<file path="src/rtl/fetch_queue.sv">
// Instruction fetch queue between IF and ID: circular FIFO taking 0-2 instrs/cycle, presenting up to ISSUE_W.
// Optional zero-latency fetch-to-decode path on an empty queue: define FETCHQ_BYPASS_EN.
module fetch_queue #(
  parameter  int DATA_W  = 32,
  parameter  int ADDR_W  = 32,
  parameter  int DEPTH   = 8,
  parameter  int ISSUE_W = 2,
  localparam int CW      = $clog2(DEPTH) + 1
) (
  input  logic                CLK,
  input  logic                RESET,
  input  logic                FREEZE,
  input  logic                flush,
  input  logic [1:0]          push_count,
  input  logic [DATA_W-1:0]   push_instr0,
  input  logic [DATA_W-1:0]   push_instr1,
  input  logic [ADDR_W-1:0]   push_pc0,
  output logic                push_ack,
  output logic [CW-1:0]       free_slots,
  input  logic [1:0]          pop_count,
  output logic [ISSUE_W-1:0]  out_valid,
  output logic [DATA_W-1:0]   out_instr0,
  output logic [DATA_W-1:0]   out_instr1,
  output logic [ADDR_W-1:0]   out_pc0,
  output logic [ADDR_W-1:0]   out_pc1,
  output logic [CW-1:0]       occupancy
);

  localparam int PW = $clog2(DEPTH);

  typedef struct packed {
    logic [DATA_W-1:0] instr;
    logic [ADDR_W-1:0] pc;
  } entry_t;

  entry_t        mem_q [DEPTH];
  entry_t        mem_d [DEPTH];
  logic [PW-1:0] rd_ptr_q, rd_ptr_d;
  logic [PW-1:0] wr_ptr_q, wr_ptr_d;
  logic [CW-1:0] count_q, count_d;

  entry_t     push_e [2];
  logic [1:0] push_n, pushed, popped, skip, avail, lim;
  logic       run, bypass;

  always_comb begin
    push_e[0].instr = push_instr0;
    push_e[0].pc    = push_pc0;
    push_e[1].instr = push_instr1;
    push_e[1].pc    = push_pc0 + ADDR_W'(4);
  end

  assign run        = !RESET && !flush && !FREEZE;
  assign push_n     = (push_count == 2'd3) ? 2'd0 : push_count;
  assign free_slots = CW'(DEPTH) - count_q;
  assign occupancy  = count_q;
  assign push_ack   = run && (push_n != 2'd0) && (CW'(push_n) <= free_slots);

`ifdef FETCHQ_BYPASS_EN
  assign bypass = push_ack && (count_q == '0);
`else
  assign bypass = 1'b0;
`endif

  // In bypass the slots show the offered group, so pops are bounded by it, not by storage
  always_comb begin
    lim = 2'(ISSUE_W);
    if (bypass) avail = (push_n < lim) ? push_n : lim;
    else        avail = (count_q < CW'(ISSUE_W)) ? count_q[1:0] : lim;
    popped = run ? ((pop_count < avail) ? pop_count : avail) : 2'd0;
    pushed = push_ack ? push_n : 2'd0;
    skip   = bypass ? popped : 2'd0;
  end

  // Entries consumed straight from the bypass are never written to storage
  always_comb begin
    mem_d    = mem_q;
    rd_ptr_d = rd_ptr_q;
    wr_ptr_d = wr_ptr_q;
    count_d  = count_q;
    if (flush) begin
      rd_ptr_d = '0;
      wr_ptr_d = '0;
      count_d  = '0;
    end else if (!FREEZE) begin
      for (int j = 0; j < 2; j++)
        if (2'(j) >= skip && 2'(j) < pushed)
          mem_d[wr_ptr_q + PW'(2'(j) - skip)] = push_e[j];
      wr_ptr_d = wr_ptr_q + PW'(pushed - skip);
      rd_ptr_d = rd_ptr_q + PW'(popped - skip);
      count_d  = count_q + CW'(pushed) - CW'(popped);
    end
  end

  always_ff @(posedge CLK) begin
    if (RESET) begin
      rd_ptr_q <= '0;
      wr_ptr_q <= '0;
      count_q  <= '0;
    end else begin
      rd_ptr_q <= rd_ptr_d;
      wr_ptr_q <= wr_ptr_d;
      count_q  <= count_d;
    end
  end

  always_ff @(posedge CLK) mem_q <= mem_d;

  logic [1:0]             slot_vld;
  logic [1:0][DATA_W-1:0] slot_instr;
  logic [1:0][ADDR_W-1:0] slot_pc;

  for (genvar i = 0; i < 2; i++) begin : g_slot
    entry_t src;
    logic   vld;
    always_comb begin
      if (bypass) begin
        src = push_e[i];
        vld = (2'(i) < push_n);
      end else begin
        src = mem_q[rd_ptr_q + PW'(i)];
        vld = (CW'(i) < count_q);
      end
      if (i >= ISSUE_W) vld = 1'b0;
    end
    assign slot_vld[i]   = vld;
    assign slot_instr[i] = vld ? src.instr : '0;
    assign slot_pc[i]    = vld ? src.pc    : '0;
  end

  assign out_valid  = slot_vld[ISSUE_W-1:0];
  assign out_instr0 = slot_instr[0];
  assign out_instr1 = slot_instr[1];
  assign out_pc0    = slot_pc[0];
  assign out_pc1    = slot_pc[1];

endmodule

</file>
<file path="config.mk">
export PLATFORM = sky130hd
export DESIGN_NAME = fetch_queue
export DESIGN_NICKNAME = d
export VERILOG_FILES = /design/src/rtl/fetch_queue.sv
export SDC_FILE = /design/constraint.sdc
export NUM_CORES = 2
export LEC_CHECK = 0
export CAP_MARGIN = 15
export CORE_UTILIZATION = 30
export CTS_CLUSTER_DIAMETER = 40
export CTS_CLUSTER_SIZE = 40
export DETAILED_ROUTE_END_ITERATION = 8
export HOLD_SLACK_MARGIN = 0.1
export PLACE_DENSITY = 0.44
export SETUP_SLACK_MARGIN = 0.5
export SLEW_MARGIN = 20
export SYNTH_ARGS = -nofsm -noshare
export SYNTH_HDL_FRONTEND = slang
export SYNTH_SLANG_ARGS = --single-unit
export TNS_END_PERCENT = 10
</file>
<file path="constraint.sdc">
create_clock -name CLK -period 33.6 [get_ports CLK]
set_input_delay 6.72 -clock CLK [delete_from_list [all_inputs] [get_ports CLK]]
set_output_delay 6.72 -clock CLK [all_outputs]
set_load 0.01 [all_outputs]
</file>
* Word level (Yosys, flattened, before mapping)
Cells that the tools add are included.
** Storage, ports and cells
- Memory bits (read-only) :: 0
- Bits in latches :: 0
- Bits in registers :: 522
- Bits in writable memories :: 0
- Logic and storage cells :: 84
- Memories kept :: 0
- Bits of input ports :: 104
- Output and inout bits :: 139
** Cells by class
- Muxes and demuxes :: 25
- Shift-type cells :: 0
- Order comparisons :: 13
- Add/subtract/negate cells :: 8
- $mul :: 0
- Divide/modulo/power cells :: 0
- Equal/unequal tests :: 1
- Bitwise logic cells :: 6
- Reduce and logical (&&, ||, !) cells :: 12
** Operators by type and width (number)
- 512-bit 2-to-1 mux :: 4
- 512-bit bitwise mux :: 2
- 64-bit binary-select mux with 3-bit select :: 2
- 64-bit demux with 3-bit select :: 2
- 64-bit 2-to-1 mux :: 6
- 32-bit 2-to-1 mux :: 4
- 32-bit by 3-bit adder with 32-bit output, second input constant :: 1
- 4-bit >= comparator, second input constant :: 4
- 3-bit inverter with 4-bit output :: 4
- 2-bit 2-to-1 mux :: 5
- 1-bit by 4-bit less-than comparator with 1-bit output, first input constant :: 2
- 4-bit by 1-bit less-than comparator with 1-bit output, second input constant :: 2
- 3-bit by 1-bit adder with 3-bit output, second input constant :: 2
- 3-bit by 2-bit adder with 3-bit output :: 2
- 1-bit logical AND :: 6
- 4-bit by 2-bit adder with 4-bit output :: 1
- 2-bit by 4-bit <= comparator with 1-bit output :: 1
- 1-bit by 2-bit less-than comparator with 1-bit output, first input constant :: 2
- 4-bit by 2-bit less-than comparator with 1-bit output, second input constant :: 1
- 4-bit by 2-bit subtractor with 4-bit output :: 1
- 4-bit subtractor, first input constant :: 1
- 1-bit zero test :: 3
- 2-bit equality test, second input constant :: 1
- 2-bit less-than comparator :: 1
- other kinds (4) :: 5

* Longest topological paths before layout
- Depth in word-level cells :: 12
- Depth in mapped cells :: 18
- Depth with buffers taken out :: 17

* Worst setup path before layout
Ideal clock, no wire load.
- Path type :: input -> register
- From :: input FREEZE
- To :: register mem_q[0] (netlist bit), enable pin
- Slack :: 3829 ps
- Arrival :: 28365 ps
- Path buffers :: 2
- Required time :: 32194 ps
- Stages on the path :: 3
- Setup time :: 1406 ps
- Cells stage by stage :: clkbuf_1 > clkbuf_1 > nor2_1
** Between the ends
- Word-level cells in the longest chain between the ends :: 2
** Ends and longest elaborated chain
- start: declaration :: RTL line 12 : input logic FREEZE,
- 1-bit inverter (no source line)
- 2-bit AND reduction (no source line)
- end signal: assignment :: RTL line 107 : always_ff @(posedge CLK) mem_q <= mem_d;
- end: declaration :: RTL line 36 : entry_t mem_q [DEPTH];
Every way passes these cells.
A chain may end at the register's enable or synchronous reset.

* Worst setup path in the final report
- From :: input FREEZE
- To :: output push_ack
** Between the ends
- Word-level cells in the longest chain between the ends :: 4
** Ends and longest elaborated chain
- 1-bit zero test
- 1-bit logical AND :: RTL line 53 : assign run = !RESET && !flush && !FREEZE;
- 1-bit logical AND (2 in a row) :: RTL line 57 : assign push_ack = run && (push_n != 2'd0) && (CW'(push_n) <= free_slots);
- end: declaration :: RTL line 18 : output logic push_ack,
Every way passes these cells.

==> qor.csv <==
stage,metric,value,unit
worst_setup_path,cp.required,26.88,ns
clock_tree,cts_buffer_depth,3,
floorplanning,die_w,350,um
timing,worst_pin_slew,1.22,ns
clock_tree,cts_sinks,522,
global_route,grt_overflow,0,
worst_setup_path,r2r_slack,28.38,ns
route,wl_per_cell,28.3,um
power_and_ir_drop,comb_power_share,6.9,%
timing,hold_violations,0,
global_route,grt_max_degree,146,
logic_synthesis,synth_seq_cells,522,
worst_setup_path,critPathCaptureType,primary output,
cells_and_area,area_growth,21.7,%
logic_synthesis,synthSimpleGateAreaFrac,15.5,%
clock_tree,cts_setup_buffers,0,
route,drt-pass1-iter-count,6,
timing,finalSetupViolations,0,
worst_hold_path,worstHoldStart,wr_ptr_q[0]$_SDFFE_PP0N_,
logic_synthesis,synthCells,3579,
power_and_ir_drop,power_density,49.3,nW/um2
cells_and_area,final-instance-count-excl-fill,5342,
route,routed_wl,151000,um
logic_synthesis,synth_compound_area_share,12.1,%
placement,placedCellCount,5109,
logic_synthesis,synth_nets,3704,
route,route.detailed.drc,0,
logic_synthesis,avgSynthCellArea,10.2,um2
global_route,grt_pass1_wl,218000,um
timing,clock.fmax,0.0614,GHz
worst_setup_path,max_stage_delay,0.97,ns
floorplanning,die_y,350,um
logic_synthesis,yosysWarnings,0,
worst_setup_path,crit_family,buffers and inverters,
timing,drv_slew,0,
timing,fin_skew,0.0309,ns
worst_setup_path,worst_path_most_repeated_cell,clkdlybuf4s50_1,
placement,dp_hpwl,84700,um
route,ant_nets,0,
logic_synthesis,muxShareOfSynthArea,22.8,%
placement,finalWeightedCongestion,0.779,
worst_setup_path,cp_max_fo,20,
clock_tree,cts-hold-fix-buffers,0,
route,drtIter0Drc,3140,
worst_hold_path,min_to,wr_ptr_q[0]$_SDFFE_PP0N_,
worst_setup_path,r2r_end,mem_q[75]$_DFFE_PP_,
logic_synthesis,synthArstFlopShare,0,%
clock_tree,htreeDepth,4,
placement,dp_slack,17.28,ns
worst_setup_path,crit_slowest_cell,or4_1,
power_and_ir_drop,p_sw,521,uW
logic_synthesis,synth_top_family_by_area,multiplexers,
worst_hold_path,whs_path_depth,2,
flow_run,max-cap-violations,0,
power_and_ir_drop,internal_power,1.66,mW
worst_setup_path,path_class,input port to primary output,
placement,io_buffers,242,
worst_setup_path,path_buf_inv,2,
floorplanning,placementRows,127,
global_route,track_usage,24.4,%
clock_tree,cts_resized,0,
route,num_vias,30900,
power_and_ir_drop,leakage,15.4,nW
worst_setup_path,arrival,9.56,ns
logic_synthesis,ys_seq_area_share,42.8,%
worst_hold_path,hp-class,flip-flop to flip-flop,
timing,fin_setup_tns,0,ns
power_and_ir_drop,seq_power_share,35.0,%
floorplanning,io_pins,243,
clock_tree,clock_latency,0.73,ns
logic_synthesis,synth_fa_ha_area_share,0.805,%
floorplanning,dieArea,123000,um2
worst_setup_path,cp_num_cells,4,
power_and_ir_drop,finalPower,2.18,mW
worst_setup_path,reg2reg_depth,12,
cells_and_area,nNetsFinal,3754,
timing,period_share,48.5,%
run_status,status,"finished, final reports clean",
timing,fin_ws,17.32,ns
clock_tree,cts_tree,done,
global_route,antenna_found_initial,10,
cells_and_area,layout-drive-gt1-share,16.1,%
logic_synthesis,ys_types,58,
clock_tree,cts_buffers,130,
clock_tree,clkSlewWorstSetupHoldPaths,0.04,ns
floorplanning,design.core.area,120000,um2
timing,rsz0062_at_grt,no,
timing,maxSlewHeadroom,18.4,%
logic_synthesis,synthXorXnorAreaFrac,0.606,%
power_and_ir_drop,peakVddDrop,0.0000479,V
logic_synthesis,synthFlopType,edfxtp_1,
global_route,first_global_vias,29600,
worst_setup_path,worstReg2RegStart,occupancy[0]$_SDFFE_PP0N_,
timing,period_minus_slack,16.28,ns
power_and_ir_drop,switching_share,23.9,%
logic_synthesis,synth-edff-count,512,
worst_setup_path,cp-startpoint,FREEZE,
logic_synthesis,synth_area,36400,um2
power_and_ir_drop,pwr-share-clk,58.1,%
route,via_per_inst,5.78,
worst_setup_path,crit_chain,"clkdlybuf4s50_1, or4_1, a21oi_1, clkdlybuf4s50_1",
worst_setup_path,start_kind,input port,
floorplanning,start_util,30.3,%
clock_tree,ctsRootBufferMaster,clkbuf_16,
[power by group through the flow]
stage          Clock, mW  Sequential (mW)  Combinational, mW
6_report            1.27            0.764              0.150
5_1_grt             1.31            0.767              0.162
4_1_cts             1.29            0.764              0.151
3_5_place_dp           0            0.774              0.151
3_3_place_gp           0            0.774              0.150
2_1_floorplan          0            0.789             0.0900
[layer usage]
layer  global-route usage, %  vias up  routed length, um  share of wire (%)
met3                    4.28      255              12200                8.1
met2                    37.7     1525              69100                 46
met5                       0        -                 55              0.036
met4                    7.78        8               3860                2.6
li1                        -    13500                  -                  -
met1                    34.5    15600              66000                 44
[tightest hold or removal path, delay by kind of cell (launching register included)]
kind | cells | cell delay (ns)
flops | 1 | 0.34
mux | 1 | 0.15
simple gates | 1 | 0.05
[area by class of cell]
type,instances,area [um2]
tap,1612,2020
clock inverter,73,836
inverter,38,145
antenna,4,10.0
fill,11800,75700
multi-input combinational,2608,19100
timing repair buffer,329,3090
sequential,522,15600
clock buffer,156,3480
[worst max-delay path by stage]
| stage | end | slack (ns) |
|---|---|---|
| global placement | push_ack | 17.30 |
| global route | push_ack | 17.12 |
| floorplan | mem_q[0]$_DFFE_PP_ | 3.83 |
| finish | push_ack | 17.32 |
| detailed placement | push_ack | 17.28 |
| CTS | push_ack | 17.28 |
[state kept, by name (all words and copies together), names as in the netlist]
signal / cells
wr_ptr_q: 3
mem_q: 512
occupancy: 4
rd_ptr_q: 3
[cell families after synthesis]
group                    count (synthesis)
multiplexers                           506
buffers and inverters                  449
XOR/XNOR                                23
AO/OA/AOI/OAI                          690
AND/OR/NAND/NOR                       1368
adder cells (fa/ha/maj)                 21
flip-flops                             522
[stage by stage]
stage / utilization, % / hold WS [ns] / cell area (um2)
3_5_place_dp: 33.3 / 0.570 / 39900
3_3_place_gp: 33.3 / 0.570 / 39900
6_report: 36.9 / 0.587 / 44300
4_1_cts: 36.9 / 0.588 / 44200
5_1_grt: 36.9 / 0.600 / 44300
2_1_floorplan: - / 0.536 / 36400
[cells in the final DEF, fill, tap and decap left out, drive strengths merged, types with 70 or more instances in the layout]
cell type      instances
a31oi                258
nand2                761
nor2                 355
nor3                 111
a211oi                70
o21ai                158
a21oi                124
edfxtp               512
mux2i                234
clkbuf               156
clkdlybuf4s50        242
buf                   87
mux4                 256
[synthesized netlist by cell type (all sizes together), types with 5 or more instances]
| cell | number | area share, % |
|---|---|---|
| a211oi | 70 | 1.6 |
| a21boi | 5 | 0.12 |
| a21oi | 124 | 1.7 |
| a221oi | 14 | 0.42 |
| a31oi | 258 | 4.4 |
| and3 | 15 | 0.26 |
| and4 | 8 | 0.19 |
| buf | 200 | 2.8 |
| clkbuf | 211 | 2.2 |
| dfxtp | 10 | 0.55 |
| edfxtp | 512 | 42 |
| ha | 17 | 0.59 |
| inv | 36 | 0.37 |
| mux2 | 16 | 0.52 |
| mux2i | 234 | 6.4 |
| mux4 | 256 | 16 |
| nand2 | 761 | 7.9 |
| nand3 | 38 | 0.52 |
| nand4 | 15 | 0.26 |
| nor2 | 355 | 3.7 |
| nor3 | 111 | 1.5 |
| nor4 | 14 | 0.24 |
| o211a | 32 | 0.88 |
| o211ai | 12 | 0.32 |
| o21ai | 158 | 2.2 |
| o221a | 8 | 0.25 |
| or3 | 37 | 0.66 |
| xnor2 | 15 | 0.41 |
| xor2 | 8 | 0.19 |
Note: power is estimated with default switching activity, not from simulation.
